===== config.mk =====
export PLATFORM = sky130hd
export DESIGN_NAME = serial_rx
export DESIGN_NICKNAME = d
export VERILOG_FILES = /design/src/rtl/serial_pkg.sv /design/src/rtl/serial_sync2.sv /design/src/rtl/serial_rx.sv
export SDC_FILE = /design/constraint.sdc
export NUM_CORES = 1
export LEC_CHECK = 0
export BUFFER_PORTS_ARGS = -buffer_cell sky130_fd_sc_hd__buf_4
export CORE_MARGIN = 2
export CORE_UTILIZATION = 40
export CTS_CLUSTER_SIZE = 12
export DETAILED_ROUTE_END_ITERATION = 7
export GPL_TIMING_DRIVEN = 1
export PLACE_DENSITY = 0.55
export SETUP_SLACK_MARGIN = 0.4
export SLEW_MARGIN = 10
export SYNTH_ARGS = -nofsm -noshare
export SYNTH_HDL_FRONTEND = slang
export SYNTH_HIERARCHICAL = 1
export SYNTH_SLANG_ARGS = --single-unit

===== constraint.sdc =====
create_clock -name clk -period 2.14 [get_ports clk]
set_input_delay 0.214 -clock clk [delete_from_list [all_inputs] [get_ports clk]]
set_output_delay 0.214 -clock clk [all_outputs]
set_load 0.005 [all_outputs]

===== src/rtl/serial_pkg.sv =====
// rtl/serial_pkg.sv - shared serial line definitions for the receive and transmit sides
//
// Purpose : common state encoding and line idle level for the serial blocks.
// Macro   : SERIAL_RX_PARITY_EN adds the PARITY state to the enum.
package serial_pkg;

  // An undriven or idle serial line sits high.
  localparam logic IDLE_LEVEL = 1'b1;

  typedef enum logic [2:0] {
    ST_IDLE,
    ST_START,
    ST_DATA,
`ifdef SERIAL_RX_PARITY_EN
    ST_PARITY,
`endif
    ST_STOP
  } serial_state_t;

endpackage


===== src/rtl/serial_sync2.sv =====
// rtl/serial_sync2.sv - two-flop synchronizer for a single asynchronous input
//
// Purpose : bring an asynchronous level into the clk domain.
// Ports   : clk   - sampling clock
//           rst   - asynchronous active-high reset, both flops load RESET_VAL
//           d     - asynchronous input
//           q     - synchronized output (two clk cycles of latency)
module serial_sync2 #(
  parameter logic RESET_VAL = 1'b1
) (
  input  logic clk,
  input  logic rst,
  input  logic d,
  output logic q
);

  logic meta;

  always_ff @(posedge clk or posedge rst) begin
    if (rst) begin
      meta <= RESET_VAL;
      q    <= RESET_VAL;
    end else begin
      meta <= d;
      q    <= meta;
    end
  end

endmodule


===== src/rtl/serial_rx.sv =====
// rtl/serial_rx.sv - oversampled serial receiver with a one-byte holding register
//
// Purpose : receive start + DATA_BITS (LSB first) [+ even parity] + stop frames,
//           sampling each bit at its middle, and hand bytes over with valid/ready.
// Macro   : SERIAL_RX_PARITY_EN adds an even-parity bit and the parity_err output.
// Ports   : clk        - rising-edge clock
//           rst        - asynchronous active-high reset
//           rx_in      - asynchronous serial line, idle high
//           rx_data    - received payload, valid while rx_valid=1
//           rx_valid   - holding register has an unread byte
//           rx_ready   - consumer takes the byte when rx_valid & rx_ready
//           frame_err  - one-cycle pulse, stop bit sampled low
//           overrun    - sticky, a good frame was dropped because the holder was full
//           parity_err - (macro only) one-cycle pulse, parity mismatch
module serial_rx
  import serial_pkg::*;
#(
  parameter int CLKS_PER_BIT = 16,
  parameter int DATA_BITS    = 8
) (
  input  logic                 clk,
  input  logic                 rst,
  input  logic                 rx_in,
  output logic [DATA_BITS-1:0] rx_data,
  output logic                 rx_valid,
  input  logic                 rx_ready,
  output logic                 frame_err,
`ifdef SERIAL_RX_PARITY_EN
  output logic                 parity_err,
`endif
  output logic                 overrun
);

  localparam int TW = $clog2(CLKS_PER_BIT);
  localparam int CW = $clog2(DATA_BITS);
  localparam logic [TW-1:0] HALF_M1  = TW'(CLKS_PER_BIT / 2 - 1);
  localparam logic [TW-1:0] FULL_M1  = TW'(CLKS_PER_BIT - 1);
  localparam logic [CW-1:0] LAST_BIT = CW'(DATA_BITS - 1);

  serial_state_t        state;
  logic [TW-1:0]        timer;
  logic [CW-1:0]        bit_cnt;
  logic [DATA_BITS-1:0] shreg;
  logic                 rx_s;
  logic                 rx_prev;
  logic                 stop_hi;
  logic                 good_frame;

  serial_sync2 #(.RESET_VAL(IDLE_LEVEL)) u_sync (
    .clk (clk),
    .rst (rst),
    .d   (rx_in),
    .q   (rx_s)
  );

  assign stop_hi = (rx_s == IDLE_LEVEL);

`ifdef SERIAL_RX_PARITY_EN
  logic par_bit;
  logic par_bad;
  // Even parity: data bits plus parity bit carry an even number of ones.
  assign par_bad    = (par_bit != ^shreg);
  assign good_frame = stop_hi && !par_bad;
`else
  assign good_frame = stop_hi;
`endif

  always_ff @(posedge clk or posedge rst) begin
    if (rst) begin
      state     <= ST_IDLE;
      timer     <= '0;
      bit_cnt   <= '0;
      shreg     <= '0;
      rx_prev   <= IDLE_LEVEL;
      rx_data   <= '0;
      rx_valid  <= 1'b0;
      frame_err <= 1'b0;
      overrun   <= 1'b0;
`ifdef SERIAL_RX_PARITY_EN
      par_bit    <= 1'b0;
      parity_err <= 1'b0;
`endif
    end else begin
      frame_err <= 1'b0;
`ifdef SERIAL_RX_PARITY_EN
      parity_err <= 1'b0;
`endif
      rx_prev <= rx_s;

      // Consumer handshake; a load in STOP below overrides this on the same cycle.
      if (rx_valid && rx_ready) rx_valid <= 1'b0;

      case (state)
        ST_IDLE: begin
          timer   <= '0;
          bit_cnt <= '0;
          if (rx_prev == IDLE_LEVEL && rx_s != IDLE_LEVEL) state <= ST_START;
        end

        ST_START: begin
          if (timer == HALF_M1) begin
            timer <= '0;
            // Line back high by mid-start means a glitch, not a frame.
            state <= stop_hi ? ST_IDLE : ST_DATA;
          end else begin
            timer <= timer + 1'b1;
          end
        end

        ST_DATA: begin
          if (timer == FULL_M1) begin
            timer   <= '0;
            shreg   <= {rx_s, shreg[DATA_BITS-1:1]};
            bit_cnt <= bit_cnt + 1'b1;
            if (bit_cnt == LAST_BIT) begin
              bit_cnt <= '0;
`ifdef SERIAL_RX_PARITY_EN
              state   <= ST_PARITY;
`else
              state   <= ST_STOP;
`endif
            end
          end else begin
            timer <= timer + 1'b1;
          end
        end

`ifdef SERIAL_RX_PARITY_EN
        ST_PARITY: begin
          if (timer == FULL_M1) begin
            timer   <= '0;
            par_bit <= rx_s;
            state   <= ST_STOP;
          end else begin
            timer <= timer + 1'b1;
          end
        end
`endif

        ST_STOP: begin
          if (timer == FULL_M1) begin
            timer     <= '0;
            state     <= ST_IDLE;
            frame_err <= !stop_hi;
`ifdef SERIAL_RX_PARITY_EN
            parity_err <= par_bad;
`endif
            if (good_frame) begin
              if (!rx_valid || rx_ready) begin
                rx_data  <= shreg;
                rx_valid <= 1'b1;
              end else begin
                overrun <= 1'b1;
              end
            end
          end else begin
            timer <= timer + 1'b1;
          end
        end

        default: state <= ST_IDLE;
      endcase
    end
  end

endmodule


==> out/qor.yml, run 1 <==
worst-setup-path-type: "reg2reg"
synth_top_area_cell: "dfrtp_1"
core_region_area_sq_mm: 0.00331
io_buffers: 14
netlist_area_sq_mm: 0.00136
power.leakage_uw: 0.000786
worstReg2RegStart: "timer[0]"
cts_tree: "yes"
cts-root-buf: "clkbuf_4"
end_kind: "flop"
crit_path_start: "timer[0]"
dpl.hpwl_microns: 1550
rsz0062_at_grt: "no"
drive_above_1_share_pct: 40.3
max-cap-violations: 0
powerDensity_mw_per_mm2: 953
die_x_microns: 62.3
syn2layout_area_growth_pct: 18.1
grt_pass1_vias: 867
num_vias: 838
arrival_ps: 1840
maxSlewViolCount: 0
cts.htree.levels: 2
endpoint: "rx_data[6]"
synth_flop_cell: "dfrtp_1"
finalCoreUtilization_pct: 48.5
syn_nets: 105
grt_max_degree: 19
drt-pass1-iter-count: 6
synth_seq_cells: 31
r2r_setup_slack_ps: 510
slew_headroom_pct: 53.9
antennaDiodeCount: 0
max_freq_mhz: 615
cts_setup_buffers: 0
rr_worst_depth: 4
die_h_microns: 62.3
peakVddDrop_v: 0.000444
power_uw: 1530
drtIter0Drc: 21
hp-class: "in2reg"
synth-seq-area-share_pct: 57.3
hold_viol: 0
synth_top_area_share_pct: 51.5
yosys_warnings: 6
post-route-period-util_pct: 75.9
drt-vias-per-instance: 5.08
routed_wl_microns: 2180
synth-edff-count: 0
postRouteAntennaNets: 0
layout_common_cells: "28 x dfrtp_1, 17 x buf_4, 8 x mux2_2, 8 x mux2_4, 7 x a22o_1"
clkTransAtPathRegs_ps: 90
cts_buffers: 5
insertion_delay_ps: 330
worst_pin_slew_ps: 690
fillers: 310
fin_crit_ps: 1630
status: "finished, final reports clean"
finalSetupViolations: 0
postSynthCellCount: 98
syn_area_per_cell_sq_um: 13.9
grt_antenna_before_repair: 0
io_pins: 15
critPathLaunchType: "flop"
gp_congestion: 0.712
drc: 0
rows: 21
grt_use_total_pct: 13.2
synth.area.top_cells: "dfrtp_1 52%, mux2_4 8.8%, mux2_2 6.6%"
critPathMaxFanout: 8
start_util_pct: 41.1
final_common_cell: "dfrtp_1"
cp.required_ps: 2350
dieArea_sq_mm: 0.00388
cts.sinks: 31
fin_nets: 125
postSynth.asyncResetShare_pct: 100
post_drt_wl_per_cell_microns: 13.2
fin_skew_ps: 13.7
clock_path_buffers: 2
yosys.cell_types.count: 33
fin_setup_tns_ps: 0
reg2reg_to: "rx_data[6]"
grt_first_pass_wirelength_microns: 4000
grt_overflow: 0
[layer usage]
layer	part of all wire, %	vias up	GRT usage, %
met5	0	-	0
met4	0	0	3.33
met3	5.0	0	5.62
met2	48	17	20.4
met1	47	430	17.2
li1	-	391	-
[power by group]
| group | internal (uW) | switching [uW] |
|---|---|---|
| clock | 246 | 204 |
| combinational | 166 | 150 |
| sequential | 658 | 108 |
[synth_stat cells, types with 2 or more instances]
library cell	number
dfrtp_1	28
mux2_2	8
mux2_4	8
a22o_1	7
nand2_1	4
a21oi_1	3
dfstp_2	3
ha_1	3
nor2_1	3
nor2b_1	3
a31oi_1	2
buf_6	2
clkbuf_1	2
inv_1	2
nand3_1	2
[layout make-up]
type / count / area, sq um / share of cell area, %
clock inverter: 3 / 43.8 / 2.73
tap: 46 / 57.6 / 3.58
sequential: 31 / 779 / 48.5
timing repair buffer: 19 / 148 / 9.19
inverter: 2 / 7.51 / 0.467
clock buffer: 5 / 37.5 / 2.34
multi-input combinational: 59 / 533 / 33.2
[cell families (layout without fill, tap and decap cells)]
family | Yosys count | count (layout) | synth area share (%)
AOI/OAI and AO/OA | 17 | 17 | 9.29
xor gates and xnor gates | 1 | 1 | 0.644
adders and majority gates | 3 | 3 | 2.76
buffers and inverters | 8 | 29 | 4.42
DFF | 31 | 31 | 57.3
muxes | 16 | 16 | 15.5
and+or+nand+nor | 22 | 22 | 10.1
[timing repair]
item | CTS | global route
hold buffers | 2 | 0
resized for setup | 0 | 2
hold endpoints to repair | 8 | 0
endpoints found under the setup margin | 0 | 16
[flip-flops by register name, indices dropped and copies added, names as in the netlist]
signal / cells
u_sync/meta: 1
shreg: 8
frame_err: 1
rx_data: 8
u_sync/q: 1
rx_prev: 1
bit_cnt: 3
timer: 4
state: 2
rx_valid: 1
overrun: 1
[through the flow]
| stage | worst slack (ps) | std cells | hold WS [ps] | area [sq um] |
|---|---|---|---|---|
| 6_report | 515 | 165 | 216 | 1610 |
| 5_1_grt | 429 | 165 | 226 | 1610 |
| 4_1_cts | 408 | 165 | 207 | 1590 |
| 3_5_place_dp | 417 | 155 | 261 | 1490 |
| 3_3_place_gp | 456 | 155 | 251 | 1490 |
| 2_1_floorplan | 539 | 98 | 126 | 1360 |
[worst min-delay path by stage]
stage / startpoint / endpoint / slack (ps) / cells past startpoint
after floorplan: rst / u_sync/meta / 130 / 1
after global placement: rst / u_sync/meta / 250 / 2
after detailed placement: rst / u_sync/meta / 260 / 2
after CTS: rx_ready / rx_valid / 210 / 3
after global routing: rx_ready / rx_valid / 230 / 3
final: rx_ready / rx_valid / 220 / 3
[worst max-delay path: stages (launching register included)]
cell and delay (ps):
dfrtp_1 440, ha_4 210, and3_4 220, and4_4 340, mux2_4 310
Note: power is estimated with default switching activity, not from simulation.
==> run 2, diff against run 1 <==
ABC_AREA = 1   (was not set)
clock period = 1.7 ns   (was 2.14 ns; I/O delays follow)
==> run 2 against run 1 <==
Setup slack got worse by 160 ps. Synthesized area down 1.1%. Largest power group unchanged. Critical endpoint is now rx_data[4]. Global-route usage is 1.5 points higher. Non-clock buffer count rose by 4.
==> out/qor.yml, run 2 <==
end_kind: "flop"
postSynthCellCount: 134  # +37%
post-route-period-util_pct: 79.1  # +3.2 points
antennaDiodeCount: 0  # unchanged
cts.sinks: 31  # unchanged
arrival_ps: 1580  # -260 ps
die_x_microns: 62.0  # -0.52%
fin_nets: 169  # +35%
drtIter0Drc: 66  # +210%
synth_flop_cell: "dfrtp_1"
clkPwrFrac_pct: 32.9  # +3.5 points
combPwrFrac_pct: 19.0  # -1.6 points
cts_tree: "yes"
drc: 0  # unchanged
dieArea_sq_mm: 0.00384  # -1.0%
cp.required_ps: 1930  # -420 ps
multi_input_area_sq_um: 499  # -6.3%
grt_max_degree: 30  # +11
p_int_uw: 1300  # +21%
maxSlewViolCount: 0  # unchanged
rr_worst_depth: 7  # +3
start_util_pct: 41.0  # -0.13 points
syn2layout_area_growth_pct: 28.2
layout_common_cells: "28 x dfrtp_1, 24 x inv_1, 19 x nand2_1, 19 x buf_4, 10 x o21ai_1"
grt_overflow: 0  # unchanged
critPathMaxStageDelay_ps: 410  # -30 ps
synth-edff-count: 0  # unchanged
yosys.cell_types.count: 24  # -27%
num_vias: 950  # +13%
p_seq_share_pct: 48.2  # -1.8 points
register_area_sq_um: 779  # unchanged
grt_first_pass_wirelength_microns: 3920  # -1.9%
drt-pass1-iter-count: 4  # -2
cts.htree.levels: 2  # unchanged
hold_end: "rx_valid"
drive_above_1_share_pct: 35.0  # -5.4 points
clkTransAtPathRegs_ps: 100  # about the same
io_pins: 15  # unchanged
max-cap-violations: 0  # unchanged
slew_headroom_pct: 75.8  # +22 points
drt-vias-per-instance: 4.55  # -11%
fin_setup_tns_ps: 0  # unchanged
finalSetupViolations: 0  # unchanged
postSynth.asyncResetShare_pct: 100  # unchanged
fin_skew_ps: 10.8  # -2.93 ps
status: "finished, final reports clean"
worst_pin_slew_ps: 363  # -327 ps
hp-class: "in2reg"
synth_seq_cells: 31  # unchanged
cts-root-buf: "clkbuf_4"
grt_antenna_before_repair: 0  # unchanged
insertion_delay_ps: 330  # about the same
p_sw_share_pct: 29.4  # -0.73 points
post_drt_wl_per_cell_microns: 11.3  # -14%
synth_top_area_share_pct: 52.1  # +0.58 points
hold_viol: 0  # unchanged
syn_nets: 141  # +34%
worst-setup-path-type: "reg2reg"
synth_top_area_cell: "dfrtp_1"
netlist_area_sq_mm: 0.00135  # -1.1%
max_freq_mhz: 744  # +21%
core_region_area_sq_mm: 0.00328  # -0.79%
rsz0062_at_grt: "yes"
routed_wl_microns: 2360  # +8.4%
yosys.cell_count.top_type: "dfrtp_1"
io_buffers: 14  # unchanged
final_common_cell: "dfrtp_1"
dpl.hpwl_microns: 1540  # -0.53%
critPathMaxFanout: 8  # unchanged
r2r_setup_slack_ps: 360  # -160 ps
critPathSlowestCell: "dfrtp_1"
gp_congestion: 0.820  # +15%
ys_top_cells_by_count: "28 x dfrtp_1, 24 x inv_1, 24 x nand2_1, 8 x o21ai_1, 8 x o21ai_2"
yosys_warnings: 6  # unchanged
peakVddDrop_v: 0.000413  # -6.9%
syn_area_per_cell_sq_um: 10.0  # -28%
cts_buffers: 5  # unchanged
fin_crit_ps: 1340  # -280 ps
power.leakage_uw: 0.000842  # +7.1%
grt_use_total_pct: 14.7  # +1.5 points
rows: 21  # unchanged
synth-seq-area-share_pct: 58.0  # +0.64 points
switchingPower_uw: 541  # +17%
worstReg2RegStart: "timer[1]"
power_uw: 1840  # +20%
synth.area.top_cells: "dfrtp_1 52%, inv_1 6.7%, nand2_1 6.7%"
clock_path_buffers: 2  # unchanged
powerDensity_mw_per_mm2: 1070  # +12%
fillers: 311  # +0.32%
worstHoldPathCells: 4  # +1
grt_pass1_vias: 880  # +1.5%
postRouteAntennaNets: 0  # unchanged
reg.largest.list: "rx_data x8, shreg x8, timer x4"
critPathLaunchType: "flop"
min_from: "rx_ready"
die_h_microns: 62.0  # -0.52%
crit_chain: "ha_4, nand2_4, nor2_8, nand4_4, buf_12, nand2_1, o21ai_2"
reg2reg_to: "rx_data[4]"
==> run 2: changes by cell type in the layout (fill, tap and decap cells not counted), moves of 7 or more <==
cell     change
nand2_1     +15
mux2_2       -8
inv_1       +22
mux2_4       -8
o21ai_2      +9
o21ai_1     +10
a22o_1       -7
==> run 2: metal layers <==
metal | global-route usage, % | part of all wire, % | up-vias
met4 | 6.99 | 1.9 | 0
li1 | - | - | 483
met5 | 0 | 0 | -
met1 | 18.9 | 48 | 443
met2 | 20.5 | 45 | 17
met3 | 7.25 | 4.9 | 7
==> run 2: how the worst max path moves through the flow <==
stage,start,endpoint,slack (ps),cells past startpoint
6_report,timer[1],rx_data[4],360,7
5_1_grt,timer[0],rx_data[1],270,7
4_1_cts,timer[0],rx_data[5],390,7
3_5_place_dp,timer[0],rx_data[5],270,6
3_3_place_gp,timer[0],rx_data[2],310,6
2_1_floorplan,timer[0],rx_data[3],430,7
==> run 2: area by class of cell <==
type	count	share of cell area, %
inverter	25	5.44
clock inverter	2	2.03
sequential	31	45.2
clock buffer	6	2.98
timing repair buffer	23	12.0
multi-input combinational	76	29.0
tap	46	3.34
==> run 2: repair_timing <==
action                                 CTS  global route
cloned                                   0             1
setup endpoints to repair               12            23
hold buffers                             2             0
setup buffers                            3             1
endpoints found under the hold margin   31             0
pin swaps                                3             4
gates resized for setup                  4             8
==> run 2: logic make-up (layout without fill, tap and decap cells) <==
| logic type | after synthesis | count (layout) | share of synthesized area (%) |
|---|---|---|---|
| compound gates | 24 | 24 | 11.5 |
| xor+xnor | 1 | 1 | 0.651 |
| fa+ha+maj | 3 | 3 | 2.79 |
| buf+inv | 27 | 56 | 8.65 |
| flops | 31 | 31 | 58.0 |
| simple gates | 48 | 48 | 18.4 |
==> run 2: power groups by stage <==
| stage | registers (uW) | logic (uW) | clock network, uW |
|---|---|---|---|
| after floorplan | 874 | 231 | 0 |
| after global placement | 885 | 304 | 0 |
| after detailed placement | 889 | 306 | 0 |
| after CTS | 881 | 329 | 620 |
| after global routing | 896 | 402 | 658 |
| final | 886 | 348 | 604 |
==> run 2: metrics by stage <==
step	setup slack, ps	utilization [%]	instance area, sq um	hold WS (ps)	std cells
3_5_place_dp	266	46.2	1520	216	194
3_3_place_gp	306	46.2	1520	207	194
4_1_cts	388	51.0	1670	155	207
6_report	355	52.5	1720	156	209
2_1_floorplan	425	-	1370	81.5	134
5_1_grt	269	52.5	1720	172	209
==> run 2: critical path, delay by kind of cell, from the launching register on <==
family / cells / cell delay (ps)
compound gates: 1 / 50
flops: 1 / 410
fa+ha+maj: 1 / 170
buf+inv: 1 / 170
simple gates: 4 / 440
==> run 3, diff against run 2 <==
PLACE_DENSITY = 0.57   (was 0.55)
clock period = 1.1 ns   (was 1.7 ns; I/O delays follow)
==> run 3 against run 2 <==
The run now ends with setup timing left. Sequential share of layout area down 6.3 points. Worst hold slack improved by 25 ps. Routed wire length rose by 16%. Register-to-register slack got worse by 570 ps. Clock-buffer cell count rose by 1. Sequential power is 52% higher. Via count increased by 12%. Setup slack worse by 570 ps. Flip-flop and latch count is the same. Clock skew fell by 3.5 ps. Critical path type unchanged. Largest cell class unchanged.
==> out/qor.yml, run 3 (synthesis results as in run 2) <==
status: "finished, violations left"
violations: "setup timing"
core_region_area_sq_mm: 0.00328  # unchanged
antennaDiodeCount: 0  # unchanged
reg.largest.list: "rx_data x8, shreg x8, timer x4"
grt_busiest_layer: "met2"
dpl.hpwl_microns: 1690  # +9.2%
cts-root-buf: "clkbuf_4"
fin_nets: 195  # +15%
critPathLaunchType: "flop"
clock_path_buffers: 2  # unchanged
drt-pass1-iter-count: 4  # unchanged
hold_viol: 0  # unchanged
powerDensity_mw_per_mm2: 1480  # +39%
place_inst: 210  # +8.2%
worst_pin_slew_ps: 308  # -55.0 ps
grt_pass1_vias: 1043  # +19%
fin_skew_ps: 7.31  # -3.47 ps
cts_tree: "yes"
die_h_microns: 62.0  # unchanged
cp.required_ps: 1310  # -620 ps
grt_use_total_pct: 16.6  # +1.9 points
routed_wl_microns: 2740  # +16%
max-cap-violations: 0  # unchanged
num_vias: 1064  # +12%
drive_above_1_share_pct: 50.8  # +16 points
hp-class: "in2reg"
grt_first_pass_wirelength_microns: 4500  # +15%
post_drt_wl_per_cell_microns: 11.7  # +3.1%
final.setup.worst_slack_ps: -214  # -569 ps
io_buffers: 14  # unchanged
slew_headroom_pct: 79.4  # +3.6 points
use_met2_pct: 29.2  # +8.6 points
grt_overflow: 0  # unchanged
gp_congestion: 0.819  # -0.15%
maxSlewViolCount: 0  # unchanged
drc: 0  # unchanged
clkTransAtPathRegs_ps: 100  # about the same
drtIter0Drc: 31  # -53%
grt_max_degree: 30  # unchanged
grt_antenna_before_repair: 0  # unchanged
met3_usage_pct: 6.83  # -0.41 points
finalSetupViolations: 27  # +27
cts_buffers: 5  # unchanged
rsz0062_at_grt: "yes"
fin_crit_ps: 1310  # -30.5 ps
stdcell_count: 235  # +12%
postRouteAntennaNets: 0  # unchanged
power.leakage_uw: 0.000977  # +16%
dieArea_sq_mm: 0.00384  # unchanged
max_freq_mhz: 761  # +2.3%
post-route-period-util_pct: 119  # +40 points
fin_setup_tns_ps: -4000  # -4000 ps
die_x_microns: 62.0  # unchanged
drt-vias-per-instance: 4.53  # -0.39%
arrival_ps: 1530  # -50 ps
met1_usage_pct: 18.1  # -0.78 points
end_kind: "flop"
io_pins: 15  # unchanged
worst-setup-path-type: "reg2reg"
post-place-ws_ps: -223  # -489 ps
critPathMaxFanout: 2  # -6
syn2layout_area_growth_pct: 49.3
peakVddDrop_v: 0.000844  # +100%
cts.htree.levels: 2  # unchanged
rows: 21  # unchanged
insertion_delay_ps: 330  # about the same
finalCoreUtilization_pct: 61.1  # +8.6 points
cts.sinks: 31  # unchanged
final_common_cell: "buf_4"
start_util_pct: 41.0  # unchanged
layout_common_cells: "28 x buf_4, 27 x dfrtp_1, 21 x inv_1"
-- run 3: changes by cell type in the layout (fill, tap and decap cells not counted), moves of 3 or more --
| cell | change |
|---|---|
| buf_12 | +3 |
| buf_4 | +9 |
| buf_6 | +14 |
| inv_1 | -3 |
| nand2_1 | -3 |
| nand2_2 | +3 |
| nor2_1 | -3 |
-- run 3: worst max-delay path, cell delays in order, from the launching register on --
cell and delay, ps:
dfrtp_1 420, ha_4 190, buf_4 130, buf_6 110, nand4_1 80, nand2_1 80, nand4_1 100, nand3_1 80
-- run 3: what timing repair did --
| item | CTS | global route |
|---|---|---|
| cloned | 0 | 1 |
| pin swaps | 3 | 2 |
| setup buffers | 7 | 7 |
| endpoints found under the hold margin | 31 | 0 |
| setup endpoints to repair | 39 | 68 |
| gates resized for setup | 29 | 12 |
| hold buffers | 2 | 0 |
-- run 3: path summary, 6_finish.rpt --
kind | from | to | slack, ps | cells past startpoint
min reg2reg | u_sync/meta | u_sync/q | 360 | 0
min | rx_ready | rx_valid | 180 | 5
max in group asynchronous | rst | rx_prev | 410 | 4
max | timer[1] | state[0] | -210 | 7
max reg2reg | timer[1] | state[0] | -210 | 7
min in group asynchronous | rst | bit_cnt[0] | 480 | 4
-- run 3: final cells by class --
cell class                      count  area (sq um)
Sequential cell                    31           781
Timing Repair inverter              1          7.51
Clock inverter                      1          5.00
Clock buffer                        7          45.0
Fill cell                         288          1280
Tap cell                           46          57.6
Timing Repair Buffer               48           468
Inverter                           25          97.6
Multi-Input combinational cell     76           547
-- run 3: metrics by stage --
stage | total power (uW) | cell area (sq um) | hold slack (ps)
floorplan | 1720 | 1370 | 19.2
finish | 2970 | 2010 | 181
detailed placement | 2100 | 1660 | 168
global route | 3180 | 2010 | 210
global placement | 2080 | 1660 | 159
CTS | 2850 | 1880 | 174
-- run 3: power by group --
group          total, uW  switching [uW]  internal [uW]
Sequential          1350             108           1240
Combinational       1000             482            520
Clock                625             377            249
-- run 3: routing by layer --
metal | share of wire (%) | vias to the layer above
li1 | - | 533
met1 | 41 | 508
met2 | 53 | 17
met3 | 4.1 | 6
met4 | 1.5 | 0
met5 | 0 | -
